===== config.mk =====
export PLATFORM = sky130hd
export DESIGN_NAME = alu_seq_core
export DESIGN_NICKNAME = d
export VERILOG_FILES = /design/src/rtl/alu_seq_core.sv
export SDC_FILE = /design/constraint.sdc
export NUM_CORES = 1
export LEC_CHECK = 0
export ABC_AREA = 1
export ABC_CLOCK_PERIOD_IN_PS = 2650
export BUFFER_PORTS_ARGS = -buffer_cell sky130_fd_sc_hd__buf_2
export CAP_MARGIN = 10
export CORE_UTILIZATION = 61
export CTS_BUF_LIST = sky130_fd_sc_hd__clkbuf_2 sky130_fd_sc_hd__clkbuf_4 sky130_fd_sc_hd__clkbuf_8
export CTS_CLUSTER_SIZE = 14
export DETAILED_ROUTE_END_ITERATION = 8
export PLACE_DENSITY = 0.81
export SYNTH_ARGS = -nofsm -noshare
export SYNTH_HDL_FRONTEND = slang
export SYNTH_SLANG_ARGS = --single-unit

===== constraint.sdc =====
create_clock -name clk -period 2.65 [get_ports clk]
set_input_delay 0.3975 -clock clk [delete_from_list [all_inputs] [get_ports clk]]
set_output_delay 0.3975 -clock clk [all_outputs]
set_load 0.01 [all_outputs]

===== src/rtl/alu_seq_core.sv =====
// alu_seq_core
//   Button-sequenced operand loader and ALU. Operand A is loaded on one
//   execute press. The next press loads B, latches op and launches the
//   operation. MUL (shift-add) and DIV (restoring) take WIDTH cycles; all
//   other ops complete in one RUN cycle.
// Ports
//   clk, reset      clock; asynchronous active-low reset
//   btn_exec, clr   asynchronous button levels, synchronised internally
//   op, din         operation select and operand input
//   a_q, b_q        operand registers
//   y, y_hi         result low half; MUL high half / DIV remainder
//   carry, zero, ovf, err  status flags
//   busy, done      RUN indicator; one-cycle completion pulse
//   state_o         0=LOAD_A 1=LOAD_B 2=RUN 3=DONE
module alu_seq_core #(
  parameter int unsigned WIDTH       = 8,
  parameter int unsigned SYNC_STAGES = 2
) (
  input  logic             clk,
  input  logic             reset,
  input  logic             btn_exec,
  input  logic             clr,
  input  logic [3:0]       op,
  input  logic [WIDTH-1:0] din,
  output logic [WIDTH-1:0] a_q,
  output logic [WIDTH-1:0] b_q,
  output logic [WIDTH-1:0] y,
  output logic [WIDTH-1:0] y_hi,
  output logic             carry,
  output logic             zero,
  output logic             ovf,
  output logic             err,
  output logic             busy,
  output logic             done,
  output logic [1:0]       state_o
);

  localparam int unsigned CW = (WIDTH > 1) ? $clog2(WIDTH) : 1;

  localparam logic [3:0] OP_ADD = 4'd0;
  localparam logic [3:0] OP_SUB = 4'd1;
  localparam logic [3:0] OP_AND = 4'd2;
  localparam logic [3:0] OP_OR  = 4'd3;
  localparam logic [3:0] OP_XOR = 4'd4;
  localparam logic [3:0] OP_NOT = 4'd5;
  localparam logic [3:0] OP_SHL = 4'd6;
  localparam logic [3:0] OP_SHR = 4'd7;
  localparam logic [3:0] OP_MUL = 4'd8;
  localparam logic [3:0] OP_DIV = 4'd9;

  typedef enum logic [1:0] {
    LOAD_A = 2'd0,
    LOAD_B = 2'd1,
    RUN    = 2'd2,
    DONE   = 2'd3
  } state_t;

  state_t               state;
  logic [SYNC_STAGES-1:0] exec_sync;
  logic [SYNC_STAGES-1:0] clr_sync;
  logic                 exec_prev;
  logic                 press;
  logic                 clr_s;
  logic [3:0]           op_q;
  logic [WIDTH-1:0]     work_hi;
  logic [WIDTH-1:0]     work_lo;
  logic [CW-1:0]        cnt;

  logic [WIDTH:0]       sum_ext;
  logic [WIDTH:0]       diff_ext;
  logic [WIDTH:0]       mul_sum;
  logic [WIDTH-1:0]     mul_hi_nxt;
  logic [WIDTH-1:0]     mul_lo_nxt;
  logic [WIDTH:0]       div_shift;
  logic [WIDTH:0]       div_sub;
  logic                 div_ge;
  logic [WIDTH-1:0]     div_rem_nxt;
  logic [WIDTH-1:0]     div_quo_nxt;
  logic                 is_multi;
  logic                 last;

  logic [WIDTH-1:0]     r_y;
  logic [WIDTH-1:0]     r_hi;
  logic                 r_c;
  logic                 r_v;
  logic                 r_e;

  assign clr_s   = clr_sync[SYNC_STAGES-1];
  assign press   = exec_sync[SYNC_STAGES-1] & ~exec_prev;
  assign busy    = (state == RUN);
  assign state_o = state;

  // MUL: work_hi:work_lo holds the partial product, multiplier shifts out of work_lo.
  // DIV: work_hi holds the partial remainder, dividend shifts out of work_lo as the
  // quotient shifts in.
  always_comb begin
    mul_sum     = {1'b0, work_hi} + (work_lo[0] ? {1'b0, a_q} : '0);
    mul_hi_nxt  = mul_sum[WIDTH:1];
    mul_lo_nxt  = {mul_sum[0], work_lo[WIDTH-1:1]};
    div_shift   = {work_hi, work_lo[WIDTH-1]};
    div_ge      = (div_shift >= {1'b0, b_q});
    div_sub     = div_shift - {1'b0, b_q};
    div_rem_nxt = div_ge ? div_sub[WIDTH-1:0] : div_shift[WIDTH-1:0];
    div_quo_nxt = {work_lo[WIDTH-2:0], div_ge};
    is_multi    = (op_q == OP_MUL) || ((op_q == OP_DIV) && (b_q != '0));
    last        = !is_multi || (cnt == '0);
  end

  always_comb begin
    sum_ext  = {1'b0, a_q} + {1'b0, b_q};
    diff_ext = {1'b0, a_q} - {1'b0, b_q};
    r_y  = '0;
    r_hi = '0;
    r_c  = 1'b0;
    r_v  = 1'b0;
    r_e  = 1'b0;
    case (op_q)
      OP_ADD: begin
        r_y = sum_ext[WIDTH-1:0];
        r_c = sum_ext[WIDTH];
        r_v = (a_q[WIDTH-1] == b_q[WIDTH-1]) && (sum_ext[WIDTH-1] != a_q[WIDTH-1]);
      end
      OP_SUB: begin
        r_y = diff_ext[WIDTH-1:0];
        r_c = diff_ext[WIDTH];
        r_v = (a_q[WIDTH-1] != b_q[WIDTH-1]) && (diff_ext[WIDTH-1] != a_q[WIDTH-1]);
      end
      OP_AND: r_y = a_q & b_q;
      OP_OR:  r_y = a_q | b_q;
      OP_XOR: r_y = a_q ^ b_q;
      OP_NOT: r_y = ~a_q;
      OP_SHL: begin
        r_y = {a_q[WIDTH-2:0], 1'b0};
        r_c = a_q[WIDTH-1];
      end
      OP_SHR: begin
        r_y = {1'b0, a_q[WIDTH-1:1]};
        r_c = a_q[0];
      end
      OP_MUL: begin
        r_y  = mul_lo_nxt;
        r_hi = mul_hi_nxt;
        r_v  = (mul_hi_nxt != '0);
      end
      OP_DIV: begin
        if (b_q == '0) begin
          r_y  = '1;
          r_hi = a_q;
          r_e  = 1'b1;
        end else begin
          r_y  = div_quo_nxt;
          r_hi = div_rem_nxt;
        end
      end
      default: r_e = 1'b1;
    endcase
  end

  always_ff @(posedge clk or negedge reset) begin
    if (!reset) begin
      exec_sync <= '0;
      clr_sync  <= '0;
      exec_prev <= 1'b0;
    end else begin
      exec_sync <= {exec_sync[SYNC_STAGES-2:0], btn_exec};
      clr_sync  <= {clr_sync[SYNC_STAGES-2:0], clr};
      exec_prev <= exec_sync[SYNC_STAGES-1];
    end
  end

  always_ff @(posedge clk or negedge reset) begin
    if (!reset) begin
      state   <= LOAD_A;
      a_q     <= '0;
      b_q     <= '0;
      y       <= '0;
      y_hi    <= '0;
      carry   <= 1'b0;
      zero    <= 1'b0;
      ovf     <= 1'b0;
      err     <= 1'b0;
      done    <= 1'b0;
      op_q    <= '0;
      work_hi <= '0;
      work_lo <= '0;
      cnt     <= '0;
    end else begin
      done <= 1'b0;
      if (clr_s) begin
        state   <= LOAD_A;
        a_q     <= '0;
        b_q     <= '0;
        y       <= '0;
        y_hi    <= '0;
        carry   <= 1'b0;
        zero    <= 1'b0;
        ovf     <= 1'b0;
        err     <= 1'b0;
        work_hi <= '0;
        work_lo <= '0;
        cnt     <= '0;
      end else begin
        case (state)
          LOAD_A: begin
            if (press) begin
              a_q   <= din;
              state <= LOAD_B;
            end
          end
          LOAD_B: begin
            if (press) begin
              b_q     <= din;
              op_q    <= op;
              work_hi <= '0;
              work_lo <= (op == OP_MUL) ? din : a_q;
              cnt     <= CW'(WIDTH - 1);
              state   <= RUN;
            end
          end
          RUN: begin
            if (is_multi) begin
              work_hi <= (op_q == OP_MUL) ? mul_hi_nxt : div_rem_nxt;
              work_lo <= (op_q == OP_MUL) ? mul_lo_nxt : div_quo_nxt;
              if (cnt != '0) cnt <= cnt - CW'(1);
            end
            if (last) begin
              y     <= r_y;
              y_hi  <= r_hi;
              carry <= r_c;
              ovf   <= r_v;
              err   <= r_e;
              zero  <= (r_y == '0);
              done  <= 1'b1;
              state <= DONE;
            end
          end
          DONE: begin
            if (press) begin
              a_q   <= din;
              state <= LOAD_B;
            end
          end
          default: state <= LOAD_A;
        endcase
      end
    end
  end

endmodule


**After elaboration in Yosys (flattened, before gate mapping)**

Cells that the tools add are included.

- Bits in registers: 67
- Output and inout port bits: 40
- Logic and storage cells: 138

- Add/sub/neg operators: 5
- Magnitude comparators: 1
- Equal/unequal tests: 22
- Multiplexer cells: 57
- Bitwise operators: 7
- Reductions and logical operators: 29

Operators by type and width:

| kind | count |
|---|---|
| 8-bit 2-to-1 mux | 24 |
| 8-bit case mux with 10 select lines | 1 |
| 8-bit case mux with 2 select lines | 3 |
| 8-bit by 8-bit adder with 9-bit output | 2 |
| 4-bit by 3-bit equality test with 1-bit output (second input constant) | 4 |
| 8-bit zero test | 2 |
| 1-bit 2-to-1 mux | 16 |
| 8-bit nonzero test | 2 |
| 4-bit equality test (second input constant) | 3 |
| 3-bit 2-to-1 mux | 4 |
| 3-bit by 1-bit inequality test with 1-bit output (second input constant) | 4 |
| 2-bit nonzero test | 5 |
| 9-bit by 8-bit >= comparator with 1-bit output | 1 |
| 3-bit AND reduction | 3 |
| 9-bit OR reduction | 1 |
| 8-bit by 8-bit subtractor with 9-bit output | 1 |
| 8-bit bitwise AND | 1 |
| 4-bit by 2-bit equality test with 1-bit output (second input constant) | 2 |
| 2-bit 2-to-1 mux | 4 |
| 8-bit NOT | 1 |
| 8-bit OR | 1 |
| 8-bit subtractor | 1 |
| 8-bit bitwise XOR | 1 |
| 2-bit case mux with 3 select lines | 1 |
| other kinds (23) | 33 |

**Logic depth before layout (Yosys ltp)**

- Depth in word-level cells: 8
- Mapped depth: 18
- Depth with buffers taken out: 17

**Worst setup path before layout**

OpenSTA, ideal clock, no wires.

- Path kind: register to register
- Start: register work_lo[0]
- End: register ovf
- Setup time: 0.116 ns
- Data arrival time: 1.984 ns
- Data required time: 2.534 ns
- Slack: 0.550 ns
- Cell stages (with the launch flop): 19
- Path buffers: 1
- Clock period less this slack: 2.100 ns
- Cells stage by stage: dfrtp_1 clkbuf_1 nand2_1 inv_1 ha_1 inv_1 fa_1 inv_1 nand3_1 nand3_1 nand2_1 nand2_1 nand2_1 nor2_1 nand3_1 nand2_1 nand3_1 nand2_1 nand2_1

- Cells in the longest elaborated chain, start to end: 7

RTL lines:

| item | line | source |
|---|---|---|
| start: declaration | 66 | `logic [WIDTH-1:0] work_lo;` |
| start signal: assignment | 215 | `work_lo <= (op == OP_MUL) ? din : a_q;` |
| start signal: assignment | 223 | `work_lo <= (op_q == OP_MUL) ? mul_lo_nxt : div_quo_nxt;` |
| 8-bit 2-to-1 mux | 97 | `mul_sum = {1'b0, work_hi} + (work_lo[0] ? {1'b0, a_q} : '0);` |
| 8-bit by 8-bit adder with 9-bit output | 97 |  |
| 8-bit nonzero test | 143 | `r_v = (mul_hi_nxt != '0);` |
| 1-bit case mux with 3 select lines | 117 | `case (op_q)` |
| 1-bit 2-to-1 mux | 226 | `if (last) begin` |
| 1-bit 2-to-1 mux | 203 | `case (state)` |
| 1-bit 2-to-1 mux | 189 | `if (clr_s) begin` |
| end signal: assignment | 230 | `ovf <= r_v;` |
| end: declaration | 31 | `output logic ovf,` |

No other way between the ends. The select of a mux whose other input is x is not followed.
A chain may end at the register's enable or synchronous reset.

**Final worst setup path**

Ends and elaborated chain as after synthesis.

==> metrics.csv <==
stage,metric,value,unit
route,routed vias,6135,
synthesis,Post-Syn Nets,888,
synthesis,number of distinct library cell variants in the gate-level netlist after synthesis,40,
setup_path,R2R Path End,ovf,
setup_path,critical register-to-register path startpoint,work_lo[0],
power,combinational group share of total power,61.2,%
clocking,hold_buf cts,0,
sta,Final Cycle Share,93.6,%
sta,worst slew margin relative to its limit,44.5,%
clocking,number of buffers created by CTS,9,
synthesis,share of the synthesized area in the top cell type,29.4,%
cells_and_area,"number of standard cells in the layout, taps in and fillers out",1007,
power,fraction of power spent switching nets,53.6,%
synthesis,top area cells in the synthesized netlist,"dfrtp_1 (29%), nand2_1 (14%), ha_1 (9.6%), nand3_1 (7.9%), inv_1 (6.8%)",
setup_path,maximum fanout along the worst path,10,
power,relative contribution of the clock network to total power,14.7,%
run_status,outcome,"complete, no violations",
synthesis,summed instance area of the synthesized netlist,5710,um^2
clocking,TritonCTS clock tree,built,
setup_path,depth of the worst register-to-register path,17,
floorplan,initial core utilization,64.2,%
cells_and_area,layout cell share with drive strength beyond 1,16.8,%
global_route,global-route congestion overflow total,0,
global_route,vias in the first global route,5782,
synthesis,Yosys reg bits,67,
synthesis,prevailing post-synth register cell,dfrtp_1,
synthesis,sequential share of the synthesized area,29.4,%
route,violation count after the first detailed-route iteration,679,
place,number of buffers inserted by port buffering,55,
synthesis,largest family of logic cells by synthesized area,simple AND/OR/NAND/NOR gates,
power,maximum VDD drop,787,uV
power,overall power consumption,6340,uW
synthesis,yosys warns,0,
sta,final hold vios,0,
clocking,clock network latency to the later pin of the worst-skew pair,0.37,ns
sta,Slew @ Worst Pin,0.830,ns
global_route,GRT Resource Usage Total,39.6,%
setup_path,Worst setup startpoint,work_lo[0],
floorplan,floorplan die height,98.7,um
setup_path,sort of element at the end of the critical path,register,
synthesis,Post-Synth Adder-Cell Area,11.1,%
setup_path,WP data required,2.90,ns
sta,Final setup violation count,0,
setup_path,Critical Setup Path Class,reg2reg,
floorplan,floorplan die width,98.7,um
sta,worst-case clock skew,0.0156,ns
place,RD Place Congestion,1.03,
sta,post-route setup TNS,0,ns
setup_path,Worst EP arrival,2.73,ns
route,Routed wire per std cell,18.3,um
sta,RSZ-0062 raised after global routing,no,
clocking,clock transition at the registers of the reported paths,0.09,ns
synthesis,simple-gate share of the synthesized area,32.1,%
cells_and_area,count of nets after finishing,957,
clocking,clock tree buffer depth,2,
synthesis,cell count after synthesis,824,
place,pre-CTS WS,-0.0680,ns
place,placed instance count,990,
synthesis,"top cells by count, synth","nand2_1 (217), inv_1 (103), nand3_1 (90), nor2_1 (74), dfrtp_1 (67)",
global_route,global-route wire length before repair,29400,um
job,Max-Cap Viols,0,
worst_hold_path,type of the worst min-delay path,in2async,
synthesis,Mapped Avg Cell Area,6.92,um^2
route,via density per instance,6.09,
sta,maximum clock rate,403,MHz
cells_and_area,growth of design area from synthesis to finish,12.3,%
power,sw power,3400,uW
sta,time the final worst path needs with I/O delays and setup,2.48,ns
clocking,clock tree root driver cell,clkbuf_8,
sta,final worst setup slack,0.170,ns
route,count of antenna-violating nets left after detailed routing,0,
global_route,maximum number of pins on one net before global-route repair,68,
floorplan,Die Footprint,9740,um^2
floorplan,I/O pin cnt,56,
floorplan,cell row count,34,
setup_path,category of the worst setup path launch point,register,
power,cell internal power dissipation,2940,uW
power,reported leakage power,0.00351,uW
synthesis,number of enable-type register cells in the synthesized netlist,0,
synthesis,area share of xor/xnor cells in the synthesized design,1.54,%
setup_path,register-to-register setup slack,0.17,ns
route,number of iterations in the first detailed-routing pass,6,
synthesis,area fraction in compound gates after synthesis,15.8,%
synthesis,library cell with the highest instance count after synthesis,nand2_1,
sta,number of max-slew violations in the final report,0,
clocking,clock sink count,67,
clocking,level count of the clock H-tree,3,
route,Residual DRC,0,
setup_path,Worst setup endpoint,ovf,
synthesis,fraction of registers with async set/reset,100,%
route,final wirelength,18400,um
power,sequential power share,24.1,%
floorplan,Core Footprint,8890,um^2
global_route,number of antenna violations at the first check in global routing,1,
synthesis,share of synthesized area spent on multiplexers,0,%
synthesis,dominant cell type by area after synthesis,dfrtp_1,
place,detailed-placement wirelength estimate,14200,um
cells_and_area,FILL cells,773,
power,pwr dens,990,nW/um^2
[layer usage]
metal  global-route usage, %  routed length [um]
met3                    9.86                2090
met4                    15.3                 676
met2                    59.6                7920
met5                       0                   0
met1                    55.2                7720
[metrics by stage]
stage               utilization [%]  cell area, um^2  hold slack [ns]
floorplan                         -             5710            0.102
global placement               69.5             6180            0.334
detailed placement             69.5             6180            0.346
CTS                            71.9             6390           0.0684
global route                   72.0             6400           0.0855
finish                         72.1             6410           0.0340
[power by group through the flow]
stage / sequential, uW / clock, uW / combinational, uW
5_1_grt: 1550 / 972 / 4240
6_report: 1530 / 935 / 3880
2_1_floorplan: 1500 / 0 / 2640
3_5_place_dp: 1530 / 0 / 3630
3_3_place_gp: 1520 / 0 / 3550
4_1_cts: 1510 / 934 / 3690
[logic make-up (layout without fill, tap and decap cells)]
family | Yosys count | in the layout
fa+ha+maj | 48 | 48
compound gates | 146 | 146
buf+inv | 136 | 210
xor+xnor | 10 | 10
other cells | 0 | 1
simple gates | 417 | 417
flops | 67 | 67
[what timing repair did]
item / in CTS / in global routing
setup endpoints to repair: 5 / 11
endpoints found under the hold margin: 0 / 0
resized for setup: 2 / 8
buffers inserted: 0 / 0
[cell usage in the layout (no fill, tap or decap), types with 5 or more instances in the layout]
master    count
o21ai_1      13
dfrtp_1      65
nand4_1      12
buf_4        24
nand3_1      90
inv_1       102
o21ai_0      54
inv_2         9
o22ai_1       8
o211ai_1     13
nand2_4       5
nor2_2        7
nor2_4        6
a21oi_1      30
xor2_1        7
clkbuf_8      9
ha_1         44
o211ai_2      6
nor2_1       73
o21ai_2       8
nand2_1     216
buf_2        55
[state kept, by name, summed over array words and instances (netlist names), 2 cells and up]
register,cells
a_q,8
b_q,8
clr_sync,2
cnt,3
exec_sync,2
op_q,4
state_o,2
work_hi,8
work_lo,8
y,8
y_hi,8
[how the worst min path moves through the flow]
stage,from,to,slack [ns],cells after the start
after floorplan,reset,a_q[0],0.10,0
after global placement,clr_sync[0],clr_sync[1],0.33,0
final,reset,b_q[6],0.03,2
after CTS,reset,a_q[3],0.07,2
after global routing,reset,b_q[5],0.09,2
after detailed placement,exec_sync[0],exec_sync[1],0.35,0
[critical path, stage by stage, from the launching register on]
cell and delay [ns]:
dfrtp_1 0.55, nand2_1 0.11, inv_1 0.08, ha_1 0.16, inv_1 0.06, fa_1 0.40, inv_1 0.09, nand3_1 0.07
nand3_1 0.13, nand2_1 0.10, nand2_1 0.08, nand2_1 0.06, nor2_1 0.12, nand3_1 0.09, nand2_1 0.09, nand3_1 0.07
nand2_1 0.06, nand2_1 0.06
[final cells by class]
cell class              count  area [um^2]  share of cell area [%]
diodes                      1         2.50                  0.0391
well taps                 108          135                    2.11
clock inverters             7         82.6                    1.29
flip-flops and latches     67         1680                    26.2
multi-input cells         621         3460                    54.1
inverters                 114          444                    6.93
clock buffers               9          124                    1.93
repair buffers             80          475                    7.42
Power figures use the tool's default switching activity.
